===== src/rtl/li_pkg.sv =====
// Shared definitions for the latency-insensitive merge slice: reset level,
// a ceiling-log2 helper and a width-parameterised token typedef macro.

`ifndef LI_PKG_SV
`define LI_PKG_SV

// Declares a single-field token struct of the given data width.
`define LI_TOK_TYPEDEF(name, w) typedef struct packed { logic [(w)-1:0] data; } name;

package li_pkg;

    // Level of reset_n that holds the logic in reset.
    localparam logic RST_ACTIVE = 1'b0;

    // Ceiling log2, used for index widths; returns 0 for value <= 1.
    function automatic int clog2(input int value);
        int r;
        r = 0;
        while ((1 << r) < value) begin
            r = r + 1;
        end
        return r;
    endfunction

endpackage

`endif


===== src/rtl/li_skid_fifo2.sv =====
// Two-entry flow-through FIFO for one upstream link. When empty, the
// incoming token is presented on dout in the same cycle so it can be taken
// straight into the output register; stop is registered and rises when the
// FIFO will hold two tokens after the current edge.

module li_skid_fifo2
    import li_pkg::*;
#(
    parameter int WIDTH = 6
) (
    input  logic             clk,
    input  logic             reset_n,
    input  logic             push,
    input  logic [WIDTH-1:0] din,
    input  logic             pop,
    output logic [WIDTH-1:0] dout,
    output logic             not_empty,
    output logic             stop
);

    `LI_TOK_TYPEDEF(tok_t, WIDTH)

    tok_t       head_q;
    tok_t       tail_q;
    logic [1:0] count_q;
    logic [1:0] count_nxt;

    // Occupancy after this edge; push+pop together leaves it unchanged.
    always_comb begin
        // NOTE: every combinational output gets a default first so no path leaves it unassigned and a latch is inferred.
        count_nxt = count_q;
        case ({push, pop})
            2'b10:   count_nxt = count_q + 2'd1;
            2'b01:   count_nxt = count_q - 2'd1;
            default: count_nxt = count_q;
        endcase
    end

    // Occupancy and the registered full flag that backpressures upstream.
    always_ff @(posedge clk) begin
        // NOTE: sequential state uses non-blocking assignments so every flop samples pre-edge values.
        if (reset_n == RST_ACTIVE) begin
            count_q <= 2'd0;
            stop    <= 1'b0;
        end else begin
            count_q <= count_nxt;
            stop    <= (count_nxt == 2'd2);
        end
    end

    // Token storage; head_q is the oldest entry, tail_q the second.
    always_ff @(posedge clk) begin
        // NOTE: storage is left unreset; count_q alone decides which entries are meaningful.
        case ({push, pop})
            2'b10: begin
                if (count_q == 2'd0) begin
                    head_q.data <= din;
                end else begin
                    tail_q.data <= din;
                end
            end
            2'b01:   head_q <= tail_q;
            2'b11:   head_q.data <= din;
            default: ;
        endcase
    end

    assign dout      = (count_q == 2'd0) ? din : head_q.data;
    assign not_empty = (count_q != 2'd0) | push;

endmodule


===== src/rtl/li_rr_merge.sv =====
// N-to-1 round-robin merge for valid/stop latency-insensitive links.
// Each requester feeds a two-entry FIFO; a rotating-priority arbiter picks
// one non-empty FIFO per cycle into a single output register, tagging the
// token with its source index.

module li_rr_merge
    import li_pkg::*;
#(
    parameter  int WIDTH = 6,
    parameter  int N     = 4,
    localparam int IDXW  = clog2(N)
) (
    input  logic               clk,
    input  logic               reset_n,
    input  logic [N*WIDTH-1:0] in_data,
    input  logic [N-1:0]       in_valid,
    output logic [N-1:0]       in_stop,
    output logic [WIDTH-1:0]   out_data,
    output logic               out_valid,
    output logic [IDXW-1:0]    out_src,
    input  logic               out_stop
);

    logic [N-1:0]     push;
    logic [N-1:0]     req;
    logic [N-1:0]     grant;
    logic [WIDTH-1:0] head [N];
    logic             ld;
    logic             any_req;
    logic [IDXW-1:0]  win_idx;
    logic [IDXW-1:0]  rr_ptr;
    logic [IDXW-1:0]  rr_nxt;

    for (genvar g = 0; g < N; g++) begin : g_in
        assign push[g] = in_valid[g] & ~in_stop[g];

        li_skid_fifo2 #(
            .WIDTH(WIDTH)
        ) u_buf (
            .clk      (clk),
            .reset_n  (reset_n),
            .push     (push[g]),
            .din      (in_data[g*WIDTH +: WIDTH]),
            .pop      (grant[g]),
            .dout     (head[g]),
            .not_empty(req[g]),
            .stop     (in_stop[g])
        );
    end

    // The output register may take a new token when empty or being drained.
    assign ld = ~out_valid | ~out_stop;

    // Rotating-priority scan: walk offsets from farthest to nearest so the
    // first requester at or after rr_ptr is the one left standing.
    always_comb begin
        any_req = 1'b0;
        win_idx = '0;
        for (int off = N - 1; off >= 0; off--) begin
            if (req[(int'(rr_ptr) + off) % N]) begin
                any_req = 1'b1;
                win_idx = IDXW'((int'(rr_ptr) + off) % N);
            end
        end
    end

    // One-hot grant, only when the output register can accept.
    always_comb begin
        grant = '0;
        if (ld && any_req) begin
            grant[win_idx] = 1'b1;
        end
    end

    assign rr_nxt = (win_idx == IDXW'(N - 1)) ? '0 : win_idx + IDXW'(1);

    // Output register and round-robin pointer, both advanced only on a grant.
    always_ff @(posedge clk) begin
        if (reset_n == RST_ACTIVE) begin
            out_valid <= 1'b0;
            out_data  <= '0;
            out_src   <= '0;
            rr_ptr    <= '0;
        end else if (ld) begin
            if (any_req) begin
                out_valid <= 1'b1;
                out_data  <= head[win_idx];
                out_src   <= win_idx;
                rr_ptr    <= rr_nxt;
            end else begin
                out_valid <= 1'b0;
            end
        end
    end

endmodule


===== config.mk =====
export PLATFORM = sky130hd
export DESIGN_NAME = li_rr_merge
export DESIGN_NICKNAME = d
export VERILOG_FILES = /design/src/rtl/li_pkg.sv /design/src/rtl/li_skid_fifo2.sv /design/src/rtl/li_rr_merge.sv
export SDC_FILE = /design/constraint.sdc
export NUM_CORES = 1
export LEC_CHECK = 0
export CORE_UTILIZATION = 50
export CTS_CLUSTER_DIAMETER = 80
export CTS_CLUSTER_SIZE = 28
export DETAILED_ROUTE_END_ITERATION = 8
export PLACE_DENSITY = 0.7
export SYNTH_ARGS = -nofsm -noshare
export SYNTH_HDL_FRONTEND = slang
export SYNTH_SLANG_ARGS = --single-unit

===== constraint.sdc =====
create_clock -name clk -period 3.9 [get_ports clk]
set_clock_uncertainty 0.05 [all_clocks]
set_input_delay 0.975 -clock clk [delete_from_list [all_inputs] [get_ports clk]]
set_output_delay 0.975 -clock clk [all_outputs]
set_load 0.02 [all_outputs]

==> flow_summary.ini <==
[clock_network]
holdBufCountCts = 0
cts.sinks = 71
cts_inserted_buffers = 9
post_cts_buffers = 0
h-tree-depth = 3
cts_tree = done
cts.repair.resized = 0
clkLatencyLatePin_ps = 350
cts_root_buffer = clkbuf_8
cts.clk_slew.worst_paths_ps = 80
cts.path.max_buffers = 2

[layout]
stdcell_count = 492
diodes = 0
regArea_um2 = 1900
multiInputGateArea_um2 = 1740
nets = 436
nFillCells = 622
area_delta_synth_final_pct = 21.2
drive_gt1_frac = 0.137

[synth]
yosysWarnings = 0
synth_top_flop_cell = edfxtp_1
synth.largest_area_cell = edfxtp_1
synthTopCellsByArea = edfxtp_1 (38%), dfxtp_1 (12%), mux2i_1 (7.1%)
avgSynthCellArea_um2 = 11.4
synth.distinct_cells = 47
ys_seq_area_frac = 0.503
synth_edf_count = 48
synthTopCellsByCount = edfxtp_1 (48), o21ai_0 (37), mux2i_1 (27)
synth_nets = 381
synth-seq-cells = 71
syn-instance-count = 333
synthArstFlopShare = 0
syn_area_um2 = 3780
synth_top_area_share = 0.381
yosysMostFrequentCell = edfxtp_1

[drt]
wl_met3_um = 348
top_layer = met4
dr.pass1.iters = 4
drt_iter0_drc = 132
num_vias = 2776
drt_wl_total_um = 8000
drc = 0
wl_met1_um = 3940
ant_nets = 0
via_per_inst = 5.64
routedWlPerCell_um = 16.3
wl_met2_um = 3440

[timing]
period_share = 0.921
setup_tns_ps = 0
rsz0062_at_grt = false
relSlewSlack = 0.591
final_hold_viol_count = 0
finalSetupViolCount = 0
slew_viol_final = 0
finalWorstSetupSlack_ps = 309
max_slew.worst_pin.slew_ps = 613
max_freq_ghz = 0.278
period_minus_slack_ps = 3590

[floorplanning]
coreArea_um2 = 7290
row_count = 31
die_area_um2 = 7920
dieHeight_um = 89.0
die_w_um = 89.0
start_util = 0.519
io_pins = 44

[placed_design]
dp_hpwl_um = 5870
port-buffer-count = 43
placed_cells = 476
gp_congestion = 0.871
pre_cts_slack_ps = -33.4

[power]
p_sw_mw = 1.56
vdd_drop_max_mv = 0.518
pwr-share-comb = 0.507
powerDensity_nw_per_um2 = 868
internal-power_mw = 2.42
power.leakage_nw = 1.74
p_clk_frac = 0.149
seqPwrFrac = 0.344
p_sw_frac = 0.392

[worst_setup_path]
cp_top_family = simple AND/OR/NAND/NOR gates
slowest_stage = a221oi_1
timing.critical_path.buf_inv = 1
worstPathCellList = clkdlybuf4s50_1, nand2b_1, nand2_1, a221oi_1, nor2_1, ha_1, and2_1, ha_1, or3_1, a21boi_0, nor2b_1
max_stage_delay_ps = 410
crit_arrival_ps = 3830
crit_required_ps = 4140
crit_path_start_kind = input port
crit_path_max_fanout = 5
critPathKind = input port to flip-flop
regToRegSetupSlack_ps = 840
crit_top_cell = ha_1
cp-end-kind = flip-flop

[grt]
gr-total-overflow = 0
gr-usage-all-layers = 0.218
grt_max_degree = 20
grt_pass1_wl_um = 12900
grt_antenna_before_repair = 0
grt_pass1_vias = 2588

[flow_run]
drv_cap = 0

[worst_hold_path]
hold_path.class = flip-flop to flip-flop

[status]
status = complete, no violations
-- worst reg2reg max path: stages, from the launching register on --
cell      delay [ps]
dfxtp_1          370
nor2_4           380
a211oi_1         190
a311o_4          440
nor2_4           180
ha_1             170
and2_1           190
ha_1             290
or3_1            360
a21boi_0         230
nor2b_1          160
-- logic make-up (layout without fill, tap and decap cells) --
group | Yosys count | after routing | share of synthesized area
adders and majority gates | 17 | 17 | 0.0562
xor gates and xnor gates | 8 | 8 | 0.0185
muxes | 31 | 31 | 0.0843
DFF | 71 | 71 | 0.503
AOI/OAI and AO/OA | 105 | 105 | 0.186
buffers and inverters | 30 | 90 | 0.0367
and+or+nand+nor | 71 | 71 | 0.115
-- per-layer routing --
layer  track usage  up-vias
li1              -     1357
met1         0.317     1314
met2         0.316       80
met3        0.0369       25
met4         0.108        0
met5             0        -
-- stage by stage --
stage          instance area (um2)  utilization  power, mW  hold slack [ps]
2_1_floorplan                 3780            -       2.79              442
3_3_place_gp                  4390        0.602       3.33              437
3_5_place_dp                  4390        0.602       3.38              440
4_1_cts                       4580        0.629       3.98              453
5_1_grt                       4580        0.629       4.26              475
6_report                      4580        0.629       3.98              450
-- sequential cells by signal, summed over array words and instances, names as in the netlist --
signal and cells:
g_in.u_buf.count_q 8, g_in.u_buf.head_q 24, g_in.u_buf.stop 4, g_in.u_buf.tail_q 24, out_data 6, out_src 2
out_valid 1, rr_ptr 2
-- cells in the final DEF, fill, tap and decap left out, drive strengths merged, types with 3 or more instances in the layout --
cell type | synthesis | layout
a211oi | 6 | 6
a21boi | 8 | 8
a21oi | 17 | 17
a22oi | 23 | 23
and2 | 7 | 7
buf | 6 | 19
clkbuf | 12 | 10
clkdlybuf4s50 | 0 | 43
clkinv | 0 | 4
dfxtp | 23 | 23
edfxtp | 48 | 48
ha | 17 | 17
inv | 12 | 12
mux2 | 4 | 4
mux2i | 27 | 27
nand2 | 14 | 14
nand2b | 5 | 5
nand3 | 3 | 3
nor2 | 9 | 9
nor2b | 6 | 6
nor3 | 3 | 3
nor3b | 11 | 11
o21ai | 39 | 39
or2 | 6 | 6
or3 | 4 | 4
xnor2 | 8 | 8
-- final cells by class --
type,instances,area share
Sequential cell,71,0.415
Multi-Input combinational cell,232,0.380
Timing Repair Buffer,62,0.125
Clock buffer,10,0.0300
Tap cell,99,0.0270
Clock inverter,6,0.0131
Inverter,12,0.00983
-- power groups by stage --
stage          logic [mW]  registers, mW  clock network, mW
2_1_floorplan        1.41           1.38                  0
4_1_cts              2.02           1.37              0.597
3_3_place_gp         1.96           1.37                  0
3_5_place_dp         2.00           1.38                  0
6_report             2.01           1.37              0.593
5_1_grt              2.23           1.40              0.631
-- worst paths after layout --
| kind | startpoint | to | cells past startpoint |
|---|---|---|---|
| min reg2reg | out_src[0]$_SDFFE_PN0N_ | out_src[0]$_SDFFE_PN0N_ | 2 |
| max | in_valid[2] | g_in[3].u_buf.stop$_SDFF_PN0_ | 11 |
| max reg2reg | g_in[0].u_buf.count_q[0]$_SDFF_PN0_ | g_in[3].u_buf.stop$_SDFF_PN0_ | 10 |
| min | out_src[0]$_SDFFE_PN0N_ | out_src[0]$_SDFFE_PN0N_ | 2 |
Power figures use the tool's default switching activity.
